==> config.mk <==
export PLATFORM = sky130hd
export DESIGN_NAME = wb_master_bridge_flat
export DESIGN_NICKNAME = d
export VERILOG_FILES = /design/src/rtl/wb_master_bridge_if.sv /design/src/rtl/wb_master_bridge.sv /design/src/flat_wrapper.sv
export SDC_FILE = /design/constraint.sdc
export NUM_CORES = 1
export LEC_CHECK = 0
export CAP_MARGIN = 20
export CORE_MARGIN = 2
export CORE_UTILIZATION = 44
export CTS_CLUSTER_DIAMETER = 120
export CTS_CLUSTER_SIZE = 10
export DETAILED_ROUTE_END_ITERATION = 16
export PLACE_DENSITY_LB_ADDON = 0.3
export RECOVER_POWER = 50
export SKIP_CTS_REPAIR_TIMING = 1
export SYNTH_ARGS = -nofsm -noshare
export SYNTH_HDL_FRONTEND = slang
export SYNTH_SLANG_ARGS = --single-unit
==> constraint.sdc <==
create_clock -name clk_i -period 2.7 [get_ports clk_i]
set_input_delay 0.675 -clock clk_i [delete_from_list [all_inputs] [get_ports clk_i]]
set_output_delay 0.675 -clock clk_i [all_outputs]
set_load 0.01 [all_outputs]
==> src/rtl/wb_master_bridge_if.sv <==
// rtl/wb_master_bridge_if.sv - core request and Wishbone bus signal bundle
//
// Purpose: groups the load/store-unit request/response signals and the
//          Wishbone classic initiator signals of wb_master_bridge.
// Modports:
//   master - bridge view: core request in, response out; Wishbone out, slave replies in.
//   slave  - environment view (core + Wishbone slave), directions mirrored.
// Signals:
//   req_i, we_i, size_i[1:0], signed_i, addr_i[ADDR_W-1:0], wdata_i[31:0]  core request
//   ready_o, done_o, err_o, rdata_o[31:0]                                  core response
//   cyc_o, stb_o, we_o, sel_o[3:0], adr_o[ADDR_W-1:0], dat_o[31:0]         Wishbone request
//   dat_i[31:0], ack_i, err_i                                              Wishbone reply
interface wb_master_bridge_if #(
  parameter int ADDR_W = 32
);
  logic              req_i;
  logic              we_i;
  logic [1:0]        size_i;
  logic              signed_i;
  logic [ADDR_W-1:0] addr_i;
  logic [31:0]       wdata_i;
  logic              ready_o;
  logic              done_o;
  logic              err_o;
  logic [31:0]       rdata_o;
  logic              cyc_o;
  logic              stb_o;
  logic              we_o;
  logic [3:0]        sel_o;
  logic [ADDR_W-1:0] adr_o;
  logic [31:0]       dat_o;
  logic [31:0]       dat_i;
  logic              ack_i;
  logic              err_i;

  modport master (
    input  req_i, we_i, size_i, signed_i, addr_i, wdata_i,
    output ready_o, done_o, err_o, rdata_o,
    output cyc_o, stb_o, we_o, sel_o, adr_o, dat_o,
    input  dat_i, ack_i, err_i
  );

  modport slave (
    output req_i, we_i, size_i, signed_i, addr_i, wdata_i,
    input  ready_o, done_o, err_o, rdata_o,
    input  cyc_o, stb_o, we_o, sel_o, adr_o, dat_o,
    output dat_i, ack_i, err_i
  );
endinterface

==> src/rtl/wb_master_bridge.sv <==
// rtl/wb_master_bridge.sv - Wishbone classic single-transfer initiator for the load/store unit
//
// Purpose: turns one core request (byte/half/word, signed/unsigned load or store)
//          into one Wishbone classic cycle, with byte selects, lane replication,
//          load extraction/extension, and error reporting (misaligned, illegal
//          size, slave error, timeout).
// Ports:
//   clk_i   in  clock, rising edge
//   rst_ni  in  asynchronous active-low reset
//   bus     wb_master_bridge_if.master (core request/response + Wishbone signals)
// Parameters:
//   TIMEOUT  max strobe cycles without ack/err before the cycle is aborted (>=2)
//   ADDR_W   address width
module wb_master_bridge #(
  parameter int TIMEOUT = 16,
  parameter int ADDR_W  = 32
) (
  input  logic                clk_i,
  input  logic                rst_ni,
  wb_master_bridge_if.master  bus
);

  localparam int CNT_W = $clog2(TIMEOUT + 1);

  typedef enum logic [1:0] {
    S_IDLE = 2'd0,
    S_BUS  = 2'd1,
    S_RESP = 2'd2
  } state_t;

  state_t            r_state;
  state_t            w_next;

  logic              r_we;
  logic              r_signed;
  logic              r_err;
  logic [1:0]        r_size;
  logic [ADDR_W-1:0] r_addr;
  logic [31:0]       r_wdata;
  logic [31:0]       r_rdata;
  logic [CNT_W-1:0]  r_cnt;

  logic              w_legal;
  logic              w_tmo;
  logic [3:0]        w_sel;
  logic [31:0]       w_dat;
  logic [31:0]       w_load;
  logic [7:0]        w_byte;
  logic [15:0]       w_half;

  // Legality is judged on the live request so a bad one skips the bus entirely.
  always_comb begin
    w_legal = 1'b0;
    case (bus.size_i)
      2'b00:   w_legal = 1'b1;
      2'b01:   w_legal = ~bus.addr_i[0];
      2'b10:   w_legal = (bus.addr_i[1:0] == 2'b00);
      default: w_legal = 1'b0;
    endcase
  end

  // Counter holds the number of completed strobe cycles, so hitting TIMEOUT-1
  // at an edge means stb_o has been high for exactly TIMEOUT cycles.
  assign w_tmo = (r_cnt == CNT_W'(TIMEOUT - 1));

  always_comb begin
    w_sel = 4'b1111;
    w_dat = r_wdata;
    case (r_size)
      2'b00: begin
        w_sel = 4'b0001 << r_addr[1:0];
        w_dat = {4{r_wdata[7:0]}};
      end
      2'b01: begin
        w_sel = r_addr[1] ? 4'b1100 : 4'b0011;
        w_dat = {2{r_wdata[15:0]}};
      end
      default: begin
        w_sel = 4'b1111;
        w_dat = r_wdata;
      end
    endcase
  end

  always_comb begin
    w_byte = bus.dat_i[8*r_addr[1:0] +: 8];
    w_half = r_addr[1] ? bus.dat_i[31:16] : bus.dat_i[15:0];
    w_load = bus.dat_i;
    case (r_size)
      2'b00:   w_load = {{24{r_signed & w_byte[7]}}, w_byte};
      2'b01:   w_load = {{16{r_signed & w_half[15]}}, w_half};
      default: w_load = bus.dat_i;
    endcase
  end

  always_ff @(posedge clk_i or negedge rst_ni) begin
    if (!rst_ni) begin
      r_state <= S_IDLE;
    end else begin
      r_state <= w_next;
    end
  end

  always_comb begin
    w_next      = r_state;
    bus.ready_o = 1'b0;
    bus.done_o  = 1'b0;
    bus.err_o   = 1'b0;
    bus.cyc_o   = 1'b0;
    bus.stb_o   = 1'b0;
    bus.we_o    = 1'b0;
    bus.sel_o   = 4'b0000;
    bus.adr_o   = '0;
    bus.dat_o   = 32'h0;
    case (r_state)
      S_IDLE: begin
        bus.ready_o = 1'b1;
        if (bus.req_i) begin
          w_next = w_legal ? S_BUS : S_RESP;
        end
      end
      S_BUS: begin
        bus.cyc_o = 1'b1;
        bus.stb_o = 1'b1;
        bus.we_o  = r_we;
        bus.sel_o = w_sel;
        bus.adr_o = {r_addr[ADDR_W-1:2], 2'b00};
        bus.dat_o = w_dat;
        if (bus.ack_i || bus.err_i || w_tmo) begin
          w_next = S_RESP;
        end
      end
      S_RESP: begin
        bus.done_o = 1'b1;
        bus.err_o  = r_err;
        w_next     = S_IDLE;
      end
      default: begin
        w_next = S_IDLE;
      end
    endcase
  end

  always_ff @(posedge clk_i or negedge rst_ni) begin
    if (!rst_ni) begin
      r_we     <= 1'b0;
      r_signed <= 1'b0;
      r_err    <= 1'b0;
      r_size   <= 2'b00;
      r_addr   <= '0;
      r_wdata  <= 32'h0;
      r_rdata  <= 32'h0;
      r_cnt    <= '0;
    end else begin
      case (r_state)
        S_IDLE: begin
          r_cnt <= '0;
          if (bus.req_i) begin
            r_we     <= bus.we_i;
            r_signed <= bus.signed_i;
            r_size   <= bus.size_i;
            r_addr   <= bus.addr_i;
            r_wdata  <= bus.wdata_i;
            r_err    <= ~w_legal;
          end
        end
        S_BUS: begin
          r_cnt <= r_cnt + CNT_W'(1);
          // Slave error takes priority over a simultaneous ack and blocks capture.
          if (bus.err_i) begin
            r_err <= 1'b1;
          end else if (bus.ack_i) begin
            r_err <= 1'b0;
            if (!r_we) begin
              r_rdata <= w_load;
            end
          end else if (w_tmo) begin
            r_err <= 1'b1;
          end
        end
        default: begin
          r_cnt <= '0;
        end
      endcase
    end
  end

  assign bus.rdata_o = r_rdata;

endmodule

==> src/flat_wrapper.sv <==
// flat-port wrapper written by rule: the top's interface ports become plain ports
module wb_master_bridge_flat 
#(
  parameter int TIMEOUT = 16,
  parameter int ADDR_W  = 32
)
  (clk_i, rst_ni, bus_req_i, bus_we_i, bus_size_i, bus_signed_i, bus_addr_i, bus_wdata_i, bus_ready_o, bus_done_o, bus_err_o, bus_rdata_o, bus_cyc_o, bus_stb_o, bus_we_o, bus_sel_o, bus_adr_o, bus_dat_o, bus_dat_i, bus_ack_i, bus_err_i);
  wb_master_bridge_if #(.ADDR_W(ADDR_W)) bus_i ();
  input  logic clk_i;
  input  logic rst_ni;
  input wire logic [$bits(bus_i.req_i)-1:0] bus_req_i;
  input wire logic [$bits(bus_i.we_i)-1:0] bus_we_i;
  input wire logic [$bits(bus_i.size_i)-1:0] bus_size_i;
  input wire logic [$bits(bus_i.signed_i)-1:0] bus_signed_i;
  input wire logic [$bits(bus_i.addr_i)-1:0] bus_addr_i;
  input wire logic [$bits(bus_i.wdata_i)-1:0] bus_wdata_i;
  output wire logic [$bits(bus_i.ready_o)-1:0] bus_ready_o;
  output wire logic [$bits(bus_i.done_o)-1:0] bus_done_o;
  output wire logic [$bits(bus_i.err_o)-1:0] bus_err_o;
  output wire logic [$bits(bus_i.rdata_o)-1:0] bus_rdata_o;
  output wire logic [$bits(bus_i.cyc_o)-1:0] bus_cyc_o;
  output wire logic [$bits(bus_i.stb_o)-1:0] bus_stb_o;
  output wire logic [$bits(bus_i.we_o)-1:0] bus_we_o;
  output wire logic [$bits(bus_i.sel_o)-1:0] bus_sel_o;
  output wire logic [$bits(bus_i.adr_o)-1:0] bus_adr_o;
  output wire logic [$bits(bus_i.dat_o)-1:0] bus_dat_o;
  input wire logic [$bits(bus_i.dat_i)-1:0] bus_dat_i;
  input wire logic [$bits(bus_i.ack_i)-1:0] bus_ack_i;
  input wire logic [$bits(bus_i.err_i)-1:0] bus_err_i;
  assign bus_i.req_i = bus_req_i;
  assign bus_i.we_i = bus_we_i;
  assign bus_i.size_i = bus_size_i;
  assign bus_i.signed_i = bus_signed_i;
  assign bus_i.addr_i = bus_addr_i;
  assign bus_i.wdata_i = bus_wdata_i;
  assign bus_ready_o = bus_i.ready_o;
  assign bus_done_o = bus_i.done_o;
  assign bus_err_o = bus_i.err_o;
  assign bus_rdata_o = bus_i.rdata_o;
  assign bus_cyc_o = bus_i.cyc_o;
  assign bus_stb_o = bus_i.stb_o;
  assign bus_we_o = bus_i.we_o;
  assign bus_sel_o = bus_i.sel_o;
  assign bus_adr_o = bus_i.adr_o;
  assign bus_dat_o = bus_i.dat_o;
  assign bus_i.dat_i = bus_dat_i;
  assign bus_i.ack_i = bus_ack_i;
  assign bus_i.err_i = bus_err_i;
  wb_master_bridge #(.TIMEOUT(TIMEOUT), .ADDR_W(ADDR_W)) u_core (.clk_i(clk_i), .rst_ni(rst_ni), .bus(bus_i));
endmodule
==> results.md <==
| Item | Value | Unit |
| --- | --- | --- |
| CTS tree | done | - |
| Number of enable-type register cells in the synthesized netlist | 0 | - |
| Number of hold-slack violations in the final timing report | 0 | - |
| Via count | 4700 | - |
| Die boundary height | 115 | um |
| Standby leakage power | 3.89 | nW |
| Mean instance size in the synthesized netlist | 11.0 | sq um |
| Category of the critical setup timing path | register to primary output | - |
| Sequential element share of the synthesized area | 0.499 | - |
| Net switching power of the design | 0.00217 | W |
| Antenna violations before repair | 0 | - |
| Maximum ir drop on the vdd rail | 0.000342 | V |
| Top cells by count, synth | dfrtp_1, nor2_1, mux2_2, and2_1, a21oi_1 | - |
| Post-route DRC | 0 | - |
| Switching share of power | 0.336 | - |
| CTS max path bufs | 2 | - |
| Worst path arrival time | 2.00 | ns |
| Worst min-delay path category | register to register | - |
| Critical path startpoint category | register | - |
| Final Max Slew Viols | 0 | - |
| Critical-path maximum fanout | 9 | - |
| Most area-hungry cell type in the Yosys netlist | dfrtp_1 | - |
| Pre-CTS setup slack | 0.251 | ns |
| Dominant cell by count in the synthesized netlist | dfrtp_1 | - |
| Count of inserted antenna diode cells | 0 | - |
| Number of global-route vias before repair | 4734 | - |
| Master of the slowest instance on the critical path | clkdlybuf4s50_1 | - |
| Die ar. | 13200 | sq um |
| WL final | 15900 | um |
| Routed length per instance | 18.6 | um |
| Share of the cycle needed by the critical path after routing | 0.991 | - |
| CP required | 2.03 | ns |
| Overall Global Routing Usage | 0.233 | - |
| Share of async-settable or async-resettable flops after synthesis | 1.00 | - |
| Unrepaired setup endpoints after global routing | yes | - |
| Outcome | finished, violations left | - |
| Syn-to-layout area delta | 50.5 | % |
| Initial drt markers | 373 | - |
| Clk Latency, worst-skew pair | 0.35 | ns |
| Global-route wire length before repair | 24000 | um |
| Max-capacitance violation count | 1 | - |
| I/O Pins | 211 | - |
| Clock skew | 0.00596 | ns |
| Post-layout worst setup margin | 0.0246 | ns |
| Post-layout minimum cycle time | 2.68 | ns |
| Leading cell types by total area after synthesis | dfrtp_1, mux2_2, and2_1 | - |
| Number of setup violations in the final report | 0 | - |
| Violated checks | capacitance limit | - |
| Post-layout instance area | 8150 | sq um |
| Area share of the leading cell type in the synthesized netlist | 0.499 | - |
| Most used DFF post-synth | dfrtp_1 | - |
| Vias per inst | 5.49 | - |
| Number of distinct library cells after synthesis | 45 | - |
| Count of state elements after synthesis | 108 | - |
| Crit path capture type | primary output | - |
| Peak per-stage delay on the critical path | 0.55 | ns |
| CTS H-tree lvls | 3 | - |
| Cell Area, Synth | 5410 | sq um |
| HPWL after detailed placement | 11100 | um |
| Global placement routability congestion | 0.846 | - |
| Total clock sinks | 108 | - |
| Initial standard-cell utilization of the core | 0.451 | - |
| Number of cell rows | 40 | - |
| Horizontal die dimension | 115 | um |
| Hold path depth | 1 | - |
| Placeable Area | 12000 | sq um |
| Post-route worst hold slack | 0.478 | ns |
| Part of the total power dissipated in sequential elements | 0.391 | - |
| Combinational share of power | 0.411 | - |
| Number of nets still failing antenna checks after routing | 0 | - |
| Series of cell instances along the critical path | nand2b_2, clkinvlp_4, buf_8, and2_1, clkdlybuf4s50_1 | - |
| Placed cell areas | 7640 | sq um |
| Maximum number of pins on one net before global-route repair | 61 | - |
| Internal Dissipation | 0.00429 | W |
| Slew at the pin closest to its max-slew limit | 1.49 | ns |
| Clock slew seen by the registers of the worst setup and hold paths | 0.08 | ns |
| Detailed-routing iteration count for the pre-antenna-repair pass | 8 | - |
| Fraction of power consumed by the clock network | 0.197 | - |
| Synth warn | 0 | - |
| Upper clock frequency limit | 0.374 | GHz |
| Root Driver | clkbuf_16 | - |
| Max-slew headroom | 0.00826 | - |
| Post-Synthesis Cells | 490 | - |
| GRT Residual Overflow | 0 | - |
| Share of final-layout standard cells stronger than drive strength 1 | 0.199 | - |
| Buffers on Ports | 208 | - |
| Power density relative to cell area | 793 | nW/um^2 |
| CTS Buf Count | 9 | - |
| Cell count of the worst reg-to-reg path | 4 | - |
| Final #Nets | 811 | - |
[final cells by class]
cell class                      instances  area (sq um)
Clock inverter                          7          60.1
Multi-Input combinational cell        338          2480
Tap cell                              147           184
Clock buffer                            9           225
Inverter                                7          30.0
Timing Repair Buffer                  240          2460
Fill cell                             918          3870
Sequential cell                       108          2710
[flip-flops by register name (all words and copies together), names as in the netlist]
register / cells
u_core.bus.rdata_o: 32
u_core.r_addr: 32
u_core.r_cnt: 5
u_core.r_err: 1
u_core.r_signed: 1
u_core.r_size: 2
u_core.r_state: 2
u_core.r_wdata: 32
u_core.r_we: 1
[metrics by stage]
| stage | std cells | util | TNS, ns | power, W |
|---|---|---|---|---|
| finish | 856 | 0.678 | 0 | 0.00646 |
| global route | 856 | 0.678 | -0.0363 | 0.00685 |
| CTS | 842 | 0.660 | -4.79 | 0.00645 |
| detailed placement | 826 | 0.636 | 0 | 0.00515 |
| global placement | 826 | 0.636 | 0 | 0.00505 |
| floorplan | 491 | - | 0 | 0.00384 |
[cell families (layout without fill, tap and decap cells)]
kind of cell	count (synthesis)	after routing	share of synthesized area
adder cells (fa/ha/maj)	2	2	0.00462
XOR/XNOR	2	2	0.00324
AO/OA/AOI/OAI	82	82	0.104
buffers and inverters	45	263	0.0439
multiplexers	91	91	0.204
flip-flops	108	108	0.499
other	1	2	0.000693
AND/OR/NAND/NOR	159	159	0.140
[critical path, delay by kind of cell (launching register included)]
family	cells	cell delay, ns
buffers and inverters	3	0.91
AND/OR/NAND/NOR	2	0.35
flip-flops	1	0.39
[power groups by stage]
stage / registers (W) / clock network (W) / logic, W
3_3_place_gp: 0.00253 / 0 / 0.00252
3_5_place_dp: 0.00256 / 0 / 0.00258
4_1_cts: 0.00253 / 0.00132 / 0.00260
6_report: 0.00253 / 0.00128 / 0.00266
2_1_floorplan: 0.00255 / 0 / 0.00130
5_1_grt: 0.00259 / 0.00137 / 0.00289
[metal layers]
| layer | track usage | part of all wire |
|---|---|---|
| met5 | 0 | 0 |
| met4 | 0.0811 | 0.019 |
| met3 | 0.0622 | 0.089 |
| met2 | 0.392 | 0.50 |
| met1 | 0.292 | 0.39 |
[cells in the final DEF, fill, tap and decap left out, types with 16 or more instances in the layout]
master,netlist,final
nand2_1,36,36
and2_1,43,42
dfrtp_1,108,105
mux2_2,67,67
nor2_1,69,68
dlymetal6s2s_1,0,32
buf_4,6,25
clkdlybuf4s50_1,0,175
mux2i_1,16,16
a21oi_1,39,39
[worst paths after layout]
path	slack, ns	start	end
min in group asynchronous	0.66	rst_ni	u_core.r_addr[6]
max reg2reg	0.66	u_core.r_addr[0]	u_core.bus.rdata_o[3]
min	0.48	u_core.r_cnt[0]	u_core.r_cnt[0]
max	0.02	u_core.r_state[1]	bus_adr_o[13]
max in group asynchronous	0.67	rst_ni	u_core.bus.rdata_o[8]
min reg2reg	0.48	u_core.r_cnt[0]	u_core.r_cnt[0]
Power figures use the tool's default switching activity.
